$ cat src/rtl/eth_apb_cfg_sched.sv
// eth_apb_cfg_sched: APB master that programs and services an Ethernet MAC.
// Optional build macro ETH_CFG_READBACK_EN adds a readback after each config write.
module eth_apb_cfg_sched #(
  parameter int TIMEOUT_CYC = 255,
  parameter int MAX_TX_BD   = 128
) (
  input  logic        pclk_i,
  input  logic        prst_i,
  input  logic        cfg_start_i,
  input  logic [31:0] cfg_moder_i,
  input  logic [31:0] cfg_int_mask_i,
  input  logic [7:0]  cfg_tx_bd_num_i,
  input  logic [47:0] cfg_mac_addr_i,
  output logic        cfg_busy_o,
  output logic        cfg_done_o,
  input  logic        int_i,
  output logic        irq_valid_o,
  output logic [31:0] irq_src_o,
  input  logic        usr_req_i,
  input  logic        usr_write_i,
  input  logic [31:0] usr_addr_i,
  input  logic [31:0] usr_wdata_i,
  output logic        usr_ack_o,
  output logic [31:0] usr_rdata_o,
  output logic        err_o,
  output logic        psel_o,
  output logic        penable_o,
  output logic        pwrite_o,
  output logic [31:0] paddr_o,
  output logic [31:0] pwdata_o,
  input  logic [31:0] prdata_i,
  input  logic        pready_i
);

`ifdef ETH_CFG_READBACK_EN
  localparam logic RB_EN = 1'b1;
`else
  localparam logic RB_EN = 1'b0;
`endif

  localparam logic [9:0] TO_LAST = 10'(TIMEOUT_CYC - 1);
  localparam logic [7:0] MAX_BD8 = 8'(MAX_TX_BD);

  typedef enum logic [1:0] {
    E_IDLE,
    E_SETUP,
    E_ACCESS
  } eng_t;

  typedef enum logic [2:0] {
    S_IDLE,
    S_CFG,
    S_IRQ_RD,
    S_IRQ_WR,
    S_USR
  } sch_t;

  eng_t        eng_q, eng_d;
  sch_t        sch_q, sch_d;
  logic [9:0]  tcnt_q;
  logic [2:0]  widx_q, widx_d;
  logic        rb_q, rb_d;
  logic [31:0] moder_q, mask_q, src_q;
  logic [7:0]  bd_q;
  logic [47:0] mac_q;
  logic        pend_q, irq_blk_q;

  logic        xfer_ok, xfer_to;
  logic        iss_v, iss_wr;
  logic [31:0] iss_addr, iss_wdata;
  logic        cfg_go, cfg_end, cfg_ok;
  logic        err_d, irq_v_d, irq_end, cap_src;
  logic        usr_ack_d;
  logic [31:0] usr_rd_d;
  logic        adv;
  logic [31:0] c_moder, c_mask;
  logic [7:0]  c_bd;
  logic [47:0] c_mac;

  function automatic logic [31:0] cfg_addr(input logic [2:0] i);
    logic [31:0] a;
    case (i)
      3'd1:    a = 32'h40;
      3'd2:    a = 32'h44;
      3'd3:    a = 32'h20;
      3'd4:    a = 32'h08;
      3'd5:    a = 32'h04;
      default: a = 32'h00;
    endcase
    return a;
  endfunction

  function automatic logic [31:0] cfg_data(
    input logic [2:0]  i,
    input logic [31:0] moder,
    input logic [47:0] mac,
    input logic [7:0]  bd,
    input logic [31:0] mask
  );
    logic [31:0] d;
    case (i)
      3'd0:    d = moder & ~32'h3;
      3'd1:    d = mac[31:0];
      3'd2:    d = {16'h0, mac[47:32]};
      3'd3:    d = {24'h0, bd};
      3'd4:    d = mask;
      3'd5:    d = 32'hFFFF_FFFF;
      default: d = moder;
    endcase
    return d;
  endfunction

  assign xfer_ok   = (eng_q == E_ACCESS) && pready_i;
  assign xfer_to   = (eng_q == E_ACCESS) && !pready_i
                     && (tcnt_q == TO_LAST);
  assign psel_o    = (eng_q != E_IDLE);
  assign penable_o = (eng_q == E_ACCESS);

  // Config values come from the ports on the start cycle, latched after.
  always_comb begin
    c_moder = moder_q;
    c_mask  = mask_q;
    c_bd    = bd_q;
    c_mac   = mac_q;
    if (sch_q == S_IDLE) begin
      c_moder = cfg_moder_i;
      c_mask  = cfg_int_mask_i;
      c_mac   = cfg_mac_addr_i;
      c_bd    = (cfg_tx_bd_num_i > MAX_BD8) ? MAX_BD8 : cfg_tx_bd_num_i;
    end
  end

  // Scheduler next state: picks the next transfer and the completion events.
  always_comb begin
    sch_d     = sch_q;
    widx_d    = widx_q;
    rb_d      = rb_q;
    iss_v     = 1'b0;
    iss_wr    = 1'b0;
    iss_addr  = 32'h0;
    iss_wdata = 32'h0;
    cfg_go    = 1'b0;
    cfg_end   = 1'b0;
    cfg_ok    = 1'b0;
    err_d     = 1'b0;
    irq_v_d   = 1'b0;
    irq_end   = 1'b0;
    cap_src   = 1'b0;
    usr_ack_d = 1'b0;
    usr_rd_d  = 32'h0;
    adv       = 1'b0;
    unique case (sch_q)
      S_IDLE: begin
        if (cfg_start_i || pend_q) begin
          sch_d     = S_CFG;
          widx_d    = 3'd0;
          rb_d      = 1'b0;
          cfg_go    = 1'b1;
          iss_v     = 1'b1;
          iss_wr    = 1'b1;
          iss_addr  = cfg_addr(3'd0);
          iss_wdata = cfg_data(3'd0, c_moder, c_mac, c_bd, c_mask);
        end else if (int_i && !irq_blk_q) begin
          sch_d    = S_IRQ_RD;
          iss_v    = 1'b1;
          iss_addr = 32'h04;
        end else if (usr_req_i && !usr_ack_o) begin
          if (usr_addr_i >= 32'h400) begin
            usr_ack_d = 1'b1;
            err_d     = 1'b1;
          end else begin
            sch_d     = S_USR;
            iss_v     = 1'b1;
            iss_wr    = usr_write_i;
            iss_addr  = usr_addr_i;
            iss_wdata = usr_wdata_i;
          end
        end
      end
      S_CFG: begin
        if (xfer_to) begin
          err_d   = 1'b1;
          cfg_end = 1'b1;
          sch_d   = S_IDLE;
        end else if (xfer_ok) begin
          if (rb_q) begin
            if (prdata_i != cfg_data(widx_q, c_moder, c_mac, c_bd, c_mask)) begin
              err_d   = 1'b1;
              cfg_end = 1'b1;
              sch_d   = S_IDLE;
            end else begin
              adv = 1'b1;
            end
          end else if (RB_EN && widx_q != 3'd5) begin
            rb_d     = 1'b1;
            iss_v    = 1'b1;
            iss_addr = cfg_addr(widx_q);
          end else begin
            adv = 1'b1;
          end
          if (adv) begin
            if (widx_q == 3'd6) begin
              cfg_end = 1'b1;
              cfg_ok  = 1'b1;
              sch_d   = S_IDLE;
            end else begin
              widx_d    = widx_q + 3'd1;
              rb_d      = 1'b0;
              iss_v     = 1'b1;
              iss_wr    = 1'b1;
              iss_addr  = cfg_addr(widx_q + 3'd1);
              iss_wdata = cfg_data(widx_q + 3'd1, c_moder, c_mac, c_bd, c_mask);
            end
          end
        end
      end
      S_IRQ_RD: begin
        if (xfer_to) begin
          err_d   = 1'b1;
          irq_end = 1'b1;
          sch_d   = S_IDLE;
        end else if (xfer_ok) begin
          if (prdata_i != 32'h0) begin
            cap_src   = 1'b1;
            sch_d     = S_IRQ_WR;
            iss_v     = 1'b1;
            iss_wr    = 1'b1;
            iss_addr  = 32'h04;
            iss_wdata = prdata_i;
          end else begin
            irq_end = 1'b1;
            sch_d   = S_IDLE;
          end
        end
      end
      S_IRQ_WR: begin
        if (xfer_to) begin
          err_d   = 1'b1;
          irq_end = 1'b1;
          sch_d   = S_IDLE;
        end else if (xfer_ok) begin
          irq_v_d = 1'b1;
          irq_end = 1'b1;
          sch_d   = S_IDLE;
        end
      end
      S_USR: begin
        if (xfer_to) begin
          err_d     = 1'b1;
          usr_ack_d = 1'b1;
          sch_d     = S_IDLE;
        end else if (xfer_ok) begin
          usr_ack_d = 1'b1;
          usr_rd_d  = pwrite_o ? 32'h0 : prdata_i;
          sch_d     = S_IDLE;
        end
      end
      default: sch_d = S_IDLE;
    endcase
  end

  // APB engine next state; a new SETUP may follow a completing ACCESS.
  always_comb begin
    eng_d = eng_q;
    unique case (eng_q)
      E_IDLE:   if (iss_v) eng_d = E_SETUP;
      E_SETUP:  eng_d = E_ACCESS;
      E_ACCESS: begin
        if (xfer_ok)      eng_d = iss_v ? E_SETUP : E_IDLE;
        else if (xfer_to) eng_d = E_IDLE;
      end
      default:  eng_d = E_IDLE;
    endcase
  end

  // State registers for engine and scheduler.
  always_ff @(posedge pclk_i) begin
    if (prst_i) begin
      eng_q  <= E_IDLE;
      sch_q  <= S_IDLE;
      widx_q <= 3'd0;
      rb_q   <= 1'b0;
    end else begin
      eng_q  <= eng_d;
      sch_q  <= sch_d;
      widx_q <= widx_d;
      rb_q   <= rb_d;
    end
  end

  // Bus address/data held from SETUP through ACCESS; ACCESS cycle counter.
  always_ff @(posedge pclk_i) begin
    if (prst_i) begin
      paddr_o  <= 32'h0;
      pwdata_o <= 32'h0;
      pwrite_o <= 1'b0;
      tcnt_q   <= 10'd0;
    end else begin
      if (iss_v) begin
        paddr_o  <= iss_addr;
        pwdata_o <= iss_wdata;
        pwrite_o <= iss_wr;
      end
      tcnt_q <= (eng_q == E_ACCESS) ? tcnt_q + 10'd1 : 10'd0;
    end
  end

  // Config latches, status levels and completion pulses.
  always_ff @(posedge pclk_i) begin
    if (prst_i) begin
      moder_q     <= 32'h0;
      mask_q      <= 32'h0;
      bd_q        <= 8'h0;
      mac_q       <= 48'h0;
      pend_q      <= 1'b0;
      irq_blk_q   <= 1'b0;
      src_q       <= 32'h0;
      cfg_busy_o  <= 1'b0;
      cfg_done_o  <= 1'b0;
      irq_valid_o <= 1'b0;
      irq_src_o   <= 32'h0;
      usr_ack_o   <= 1'b0;
      usr_rdata_o <= 32'h0;
      err_o       <= 1'b0;
    end else begin
      if (cfg_go) begin
        moder_q <= c_moder;
        mask_q  <= c_mask;
        bd_q    <= c_bd;
        mac_q   <= c_mac;
      end
      pend_q    <= cfg_go ? 1'b0 : (pend_q | (cfg_start_i & ~cfg_busy_o));
      irq_blk_q <= irq_end;
      if (cap_src) src_q <= prdata_i;
      if (cfg_go)       cfg_busy_o <= 1'b1;
      else if (cfg_end) cfg_busy_o <= 1'b0;
      if (cfg_go)      cfg_done_o <= 1'b0;
      else if (cfg_ok) cfg_done_o <= 1'b1;
      irq_valid_o <= irq_v_d;
      if (irq_v_d) irq_src_o <= src_q;
      usr_ack_o <= usr_ack_d;
      if (usr_ack_d) usr_rdata_o <= usr_rd_d;
      err_o <= err_d;
    end
  end

endmodule

$ cat config.mk
export PLATFORM = sky130hd
export DESIGN_NAME = eth_apb_cfg_sched
export DESIGN_NICKNAME = d
export VERILOG_FILES = /design/src/rtl/eth_apb_cfg_sched.sv
export SDC_FILE = /design/constraint.sdc
export NUM_CORES = 1
export LEC_CHECK = 0
export ABC_CLOCK_PERIOD_IN_PS = 5900
export CAP_MARGIN = 20
export CORE_MARGIN = 1.5
export CORE_UTILIZATION = 52
export DETAILED_ROUTE_END_ITERATION = 10
export MAX_ROUTING_LAYER = met4
export PLACE_DENSITY_LB_ADDON = 0.25
export SLEW_MARGIN = 10
export SYNTH_ARGS = -nofsm -noshare
export SYNTH_HDL_FRONTEND = slang
export SYNTH_SLANG_ARGS = --single-unit
export TNS_END_PERCENT = 5
$ cat constraint.sdc
create_clock -name pclk_i -period 5.9 [get_ports pclk_i]
set_input_delay 0.885 -clock pclk_i [delete_from_list [all_inputs] [get_ports pclk_i]]
set_output_delay 0.885 -clock pclk_i [all_outputs]
set_load 0.05 [all_outputs]
# --- Word level (Yosys, flattened, before mapping) ---
# Index checks and enable logic that the tools add are counted.
totals:
  latch_bits: 0
  mem_bits_ro: 0
  output_inout_bits: 136
  mem_count: 0
  ramBits: 0
  register_bits: 307
  in_bits: 223
classes:
  reduce_logical: 24
  div_mod_pow: 0
  eq_ne: 31
  add_sub_neg: 2
  n_mux: 129
  magnitude_cmp: 2
  n_shift: 0
  n_bitwise: 4
  mul: 0
ops:
  columns: ["cell", "n"]
  rows:
  - ["32-bit 2-to-1 mux", 25]
  - ["32-bit one-hot mux with 6 select lines", 2]
  - ["32-bit one-hot mux with 3 select lines", 2]
  - ["3-bit 2-to-1 mux", 22]
  - ["1-bit 2-to-1 mux", 57]
  - ["48-bit 2-to-1 mux", 1]
  - ["7-bit one-hot mux with 5 select lines", 1]
  - ["32-bit by 11-bit greater-or-equal comparator with 1-bit output, second input constant", 1]
  - ["32-bit inequality test", 1]
  - ["32-bit nonzero test", 1]
  - ["7-bit 2-to-1 mux", 4]
  - ["3-bit by 2-bit equality test with 1-bit output, second input constant", 6]
  - ["3-bit equality test, second input constant", 6]
  - ["8-bit 2-to-1 mux", 2]
  - ["3-bit one-hot mux with 4 select lines", 1]
  - ["10-bit by 1-bit adder with 10-bit output, second input constant", 1]
  - ["10-bit by 8-bit equality test with 1-bit output, second input constant", 1]
  - ["2-bit inequality test, second input constant", 5]
  - ["3-bit by 1-bit equality test with 1-bit output, second input constant", 3]
  - ["3-bit zero test", 3]
  - ["1-bit one-hot mux with 3 select lines", 3]
  - ["8-bit > comparator, second input constant", 1]
  - ["2-bit 2-to-1 mux", 4]
  - ["3-bit by 1-bit inequality test with 1-bit output, second input constant", 2]
  - ["23 further kinds", 37]

# --- Depth between registers and ports, before layout ---
depth:
  depth_word: 21
  mapped_depth: 10

# --- Worst setup path before layout ---
# No wires, ideal clock.
synth_path:
  kind: "input to register"
  from: "input pready_i"
  to: "register usr_rdata_o[10]"
  required_ns: 5.783
  path_slack_ns: 3.206
  arrival_ns: 2.577
  path_stages: 7
  n_path_buf: 1
  cell_sequence: "or4b_2 nor4_4 nor2_1 nor2_1 nor3_1 clkbuf_1 a22o_1"
synth_between:
  elab_chain_len: 5
  word_cells_on_any_way: 10
synth_rtl:
  columns: ["item", "line_no", "source"]
  rows:
  - ["from (decl)", "32", "input logic pready_i"]
  - ["1-bit zero test", "114", "assign xfer_to = (eng_q == E_ACCESS) && !pready_i"]
  - ["1-bit logical AND", "114", null]
  - ["1-bit logical AND", "115", "&& (tcnt_q == TO_LAST);"]
  - ["1-bit 2-to-1 mux or 32-bit 2-to-1 mux (tied branches)", null, null]
  - ["1-bit one-hot mux with 2 select lines or 32-bit 2-to-1 mux (tied branches)", "152", "unique case (sch_q)"]
  - ["to (signal assigned)", "342", "if (usr_ack_d) usr_rdata_o <= usr_rd_d;"]
  - ["to (decl)", "24", "output logic [31:0] usr_rdata_o,"]
# Parallel ways exist; a longest one is shown, timed or not.
# A chain may end at the register's enable or synchronous reset.

# --- Worst setup path in the final report ---
layout_path:
  from: "input prdata_i[24]"
  to: "register paddr_o[22]"
layout_between:
  elab_chain_len: 10
  word_cells_on_any_way: 14
layout_rtl:
  columns: ["item", "line_no", "source"]
  rows:
  - ["from (decl)", "31", "input logic [31:0] prdata_i,"]
  - ["32-bit inequality test", "187", "if (prdata_i != cfg_data(widx_q, c_moder, c_mac, c_bd, c_mask)) begin"]
  - ["1-bit 2-to-1 mux", "187", null]
  - ["1-bit 2-to-1 mux", "186", "if (rb_q) begin"]
  - ["1-bit 2-to-1 mux", "185", "end else if (xfer_ok) begin"]
  - ["1-bit 2-to-1 mux", "181", "if (xfer_to) begin"]
  - ["1-bit 2-to-1 mux", "152", null]
  - ["1-bit 2-to-1 mux", "201", "if (adv) begin"]
  - ["1-bit 2-to-1 mux", "185", null]
  - ["1-bit 2-to-1 mux", "181", null]
  - ["1-bit one-hot mux with 3 select lines *", "152", null]
  - ["to (signal assigned)", "300", "paddr_o <= iss_addr;"]
  - ["to (decl)", "29", "output logic [31:0] paddr_o,"]
# Mark *: on every way between the ends. The rest lies on a longest branch, timed or not. The select of a mux whose other input is x is not followed.

==> run metrics <==
skew final=roughly 0.018 ns; crit path launch type=primary input; Vias/cell=approximately 6; syn nets=~1900; CP max FO=23; Rows=58; crit path DAT=approximately 4.3 ns; area of the mapped netlist=roughly 0.013 mm²; antenna violations before repair=7; crit path time final=3.89 ns; Die Area=roughly 0.027 mm²; worst skew pair latency=about 0.52 ns; Main synth FF type=dfxtp_1; Residual DRC=0; wire length per cell=19.7 µm; Slew headroom=26.0%; Die Ht=163 µm; Cell variety after synth=55; Area growth, synth to finish=36.9%; hold path depth=2; chip width=163 µm; Synthesis Warnings=0; Final #Nets=between 2000 and 2500; gpl congestion=~0.93; grt total ovfl=0; 1st-pass router iterations=5; asr flop ratio synth=0%; Syn Area/Cell=roughly 8.0 µm²; GRT Overall Usage=between 30% and 40%; final WL=45.4 mm; CTS tree=built; RSZ-0062 raised after global routing=false; pre-CTS setup slack=between 1.5 and 2 ns; setup bufs post-CTS=0; min setup slack post-route=approximately 2 ns; DPL Wire Length=~32 mm; Final Hold Fails=0; Setup CP Type=primary input to flop; largest net degree at the start of global routing=about 120; Fill cells=approximately 2000; cts hold-fix bufs=0; DR vias=13600; clk buf depth=3; sequential element share of the synthesized area=between 40% and 50%; PortBufs=358; Least-Margin Pin Slew=between 1 and 1.5 ns; Power, Total=~6 mW; initial drt markers=about 1400; leakage power=roughly 7 nW; register cell area after layout=around 0.006 mm²; #FFs+latches synth=roughly 310; Clock Tree Root=clkbuf_16; layout cells sized above 1=5.32%; TNS Setup=0 ns; Reg clk slew, reported paths=around 0.060 ns; CP endpoint kind=flop; CORE AREA=between 0.02 and 0.03 mm²; power density over cell area=333 mW/mm²; Max Transition Viols Final=0; number of buffers created by CTS=34; worst min-delay path class=flop to flop; Starting Density=between 50% and 60%; Max Freq=between 200 and 300 MHz; final setup fails=0; number of global-route vias before repair=between 10000 and 15000; # IOs=approximately 360; synthesized instance count=about 1700; outcome=finished, final reports clean; critical path required time=between 6 and 7 ns; Max Cap Viol=0; Tcrit/Tclk final=~66%; H-tree Lvls=2; Multi-input gate area=about 0.0066 mm²; first-pass GRT wire length=69.8 mm; CTS sink cnt=306; FF-to-FF path depth=7; IR drop worst, VDD=237 µV; Post-synth EDFFs=0; Routed Antenna Nets=0; post_cts resized=0
==> registers in the layout (all words and copies together), names as in the netlist, 2 cells and up <==
name         count
irq_src_o       32
moder_q         32
tcnt_q          10
widx_q           3
bd_q             8
src_q           32
usr_rdata_o     32
mac_q           48
paddr_o         32
eng_q            2
pwdata_o        32
sch_q            3
mask_q          32
==> Yosys cell counts (2+ instances only) <==
master    instances  area share [%]
xor2_1            5            0.33
o32ai_1           2            0.13
nand3b_1          2            0.11
a211oi_1          8            0.45
a41oi_1          21             1.4
a21boi_0         20             1.1
a31oi_1          14            0.66
a211o_1           5            0.33
nand3_1          11            0.41
nor3_2            6            0.45
a22oi_1           6            0.34
clkbuf_1        104             2.9
and3_1            2           0.094
nor2_1           61             1.7
xnor2_1           2            0.13
nand2_1         463              13
nor2b_1           5            0.24
buf_6             5            0.42
nor3_1           41             1.5
o21ai_0          25            0.94
ha_1              7            0.66
a21o_1            4            0.23
and4_1            8            0.53
o22ai_1          16            0.75
or3_1             5            0.24
a22o_1           33             2.2
mux2i_1          65             4.9
o31ai_1          22             1.2
o21bai_1         21             1.2
buf_1             6            0.17
buf_2            17            0.64
a21oi_1         252             9.5
and2_1           23             1.1
nor4_1           16            0.75
nand2b_1          5            0.24
dfxtp_1         306              46
a221oi_1         15            0.99
inv_1            11            0.31
nand4_1           6            0.28
==> layout make-up <==
cell class,count,share of cell area [%]
diodes,9,0.124
repair buffers,381,20.9
multi-input cells,1213,36.5
inverters,11,0.227
clock inverters,10,0.426
clock buffers,51,5.92
well taps,330,2.27
flip-flops and latches,306,33.7
==> power breakdown <==
group | switching (mW) | internal [mW] | total (mW)
Sequential | 0.0957 | 2.24 | 2.33
Combinational | 0.989 | 0.572 | 1.56
Clock | 0.858 | 1.31 | 2.17
==> per-layer routing <==
metal  vias up  GRT usage, %  wire length, µm
met5         -             -                0
met4         0          15.1             1770
met3       113          6.49             4040
met2       698          51.0            20800
met1      6396          45.7            18800
li1       6370             -                -
==> path summary, 6_finish.rpt <==
path | start | to | slack (ns)
setup / recovery | prdata_i[24] | paddr_o[22] | 2.01
hold / removal | src_q[30] | irq_src_o[30] | 0.45
setup reg to reg | sch_q[2] | pwdata_o[1] | 2.45
hold reg to reg | src_q[30] | irq_src_o[30] | 0.45
==> worst max-delay path: stages <==
cell	delay (ns)
clkdlybuf4s50_1	0.45
nor4_1	0.78
nand4_1	0.31
o211a_1	0.33
a211o_2	0.47
nor2_1	0.86
and2_1	0.24
==> stage by stage <==
step,std cells,util [%],hold WS [ns],instance area [µm²]
4_1_cts,2300,72.2,0.454,18100
2_1_floorplan,1662,-,0.432,13300
5_1_grt,2309,72.5,0.465,18200
3_3_place_gp,2238,67.5,0.437,17000
3_5_place_dp,2239,67.6,0.445,17000
6_report,2311,72.5,0.450,18200
==> logic make-up (layout without fill, tap and decap cells) <==
logic type	count (synthesis)	after routing	synth area share (%)
flip-flops	306	306	46.1
adder cells (fa/ha/maj)	7	7	0.658
other	0	9	0
buffers and inverters	143	453	4.48
XOR/XNOR	7	7	0.461
AND/OR/NAND/NOR	665	665	21.6
AO/OA/AOI/OAI	468	468	21.7
multiplexers	66	66	5.06
==> cells in the final DEF, fill, tap and decap left out, types with 25 or more instances in the layout <==
cell	synthesis	routed
a22o_1	33	33
dfxtp_1	306	306
a21oi_1	252	252
mux2i_1	65	65
o21ai_0	25	25
nor3_1	41	38
nand2_1	463	462
clkbuf_16	0	37
nor2_1	61	61
clkdlybuf4s50_1	0	357
(Power assumes the default switching activity.)
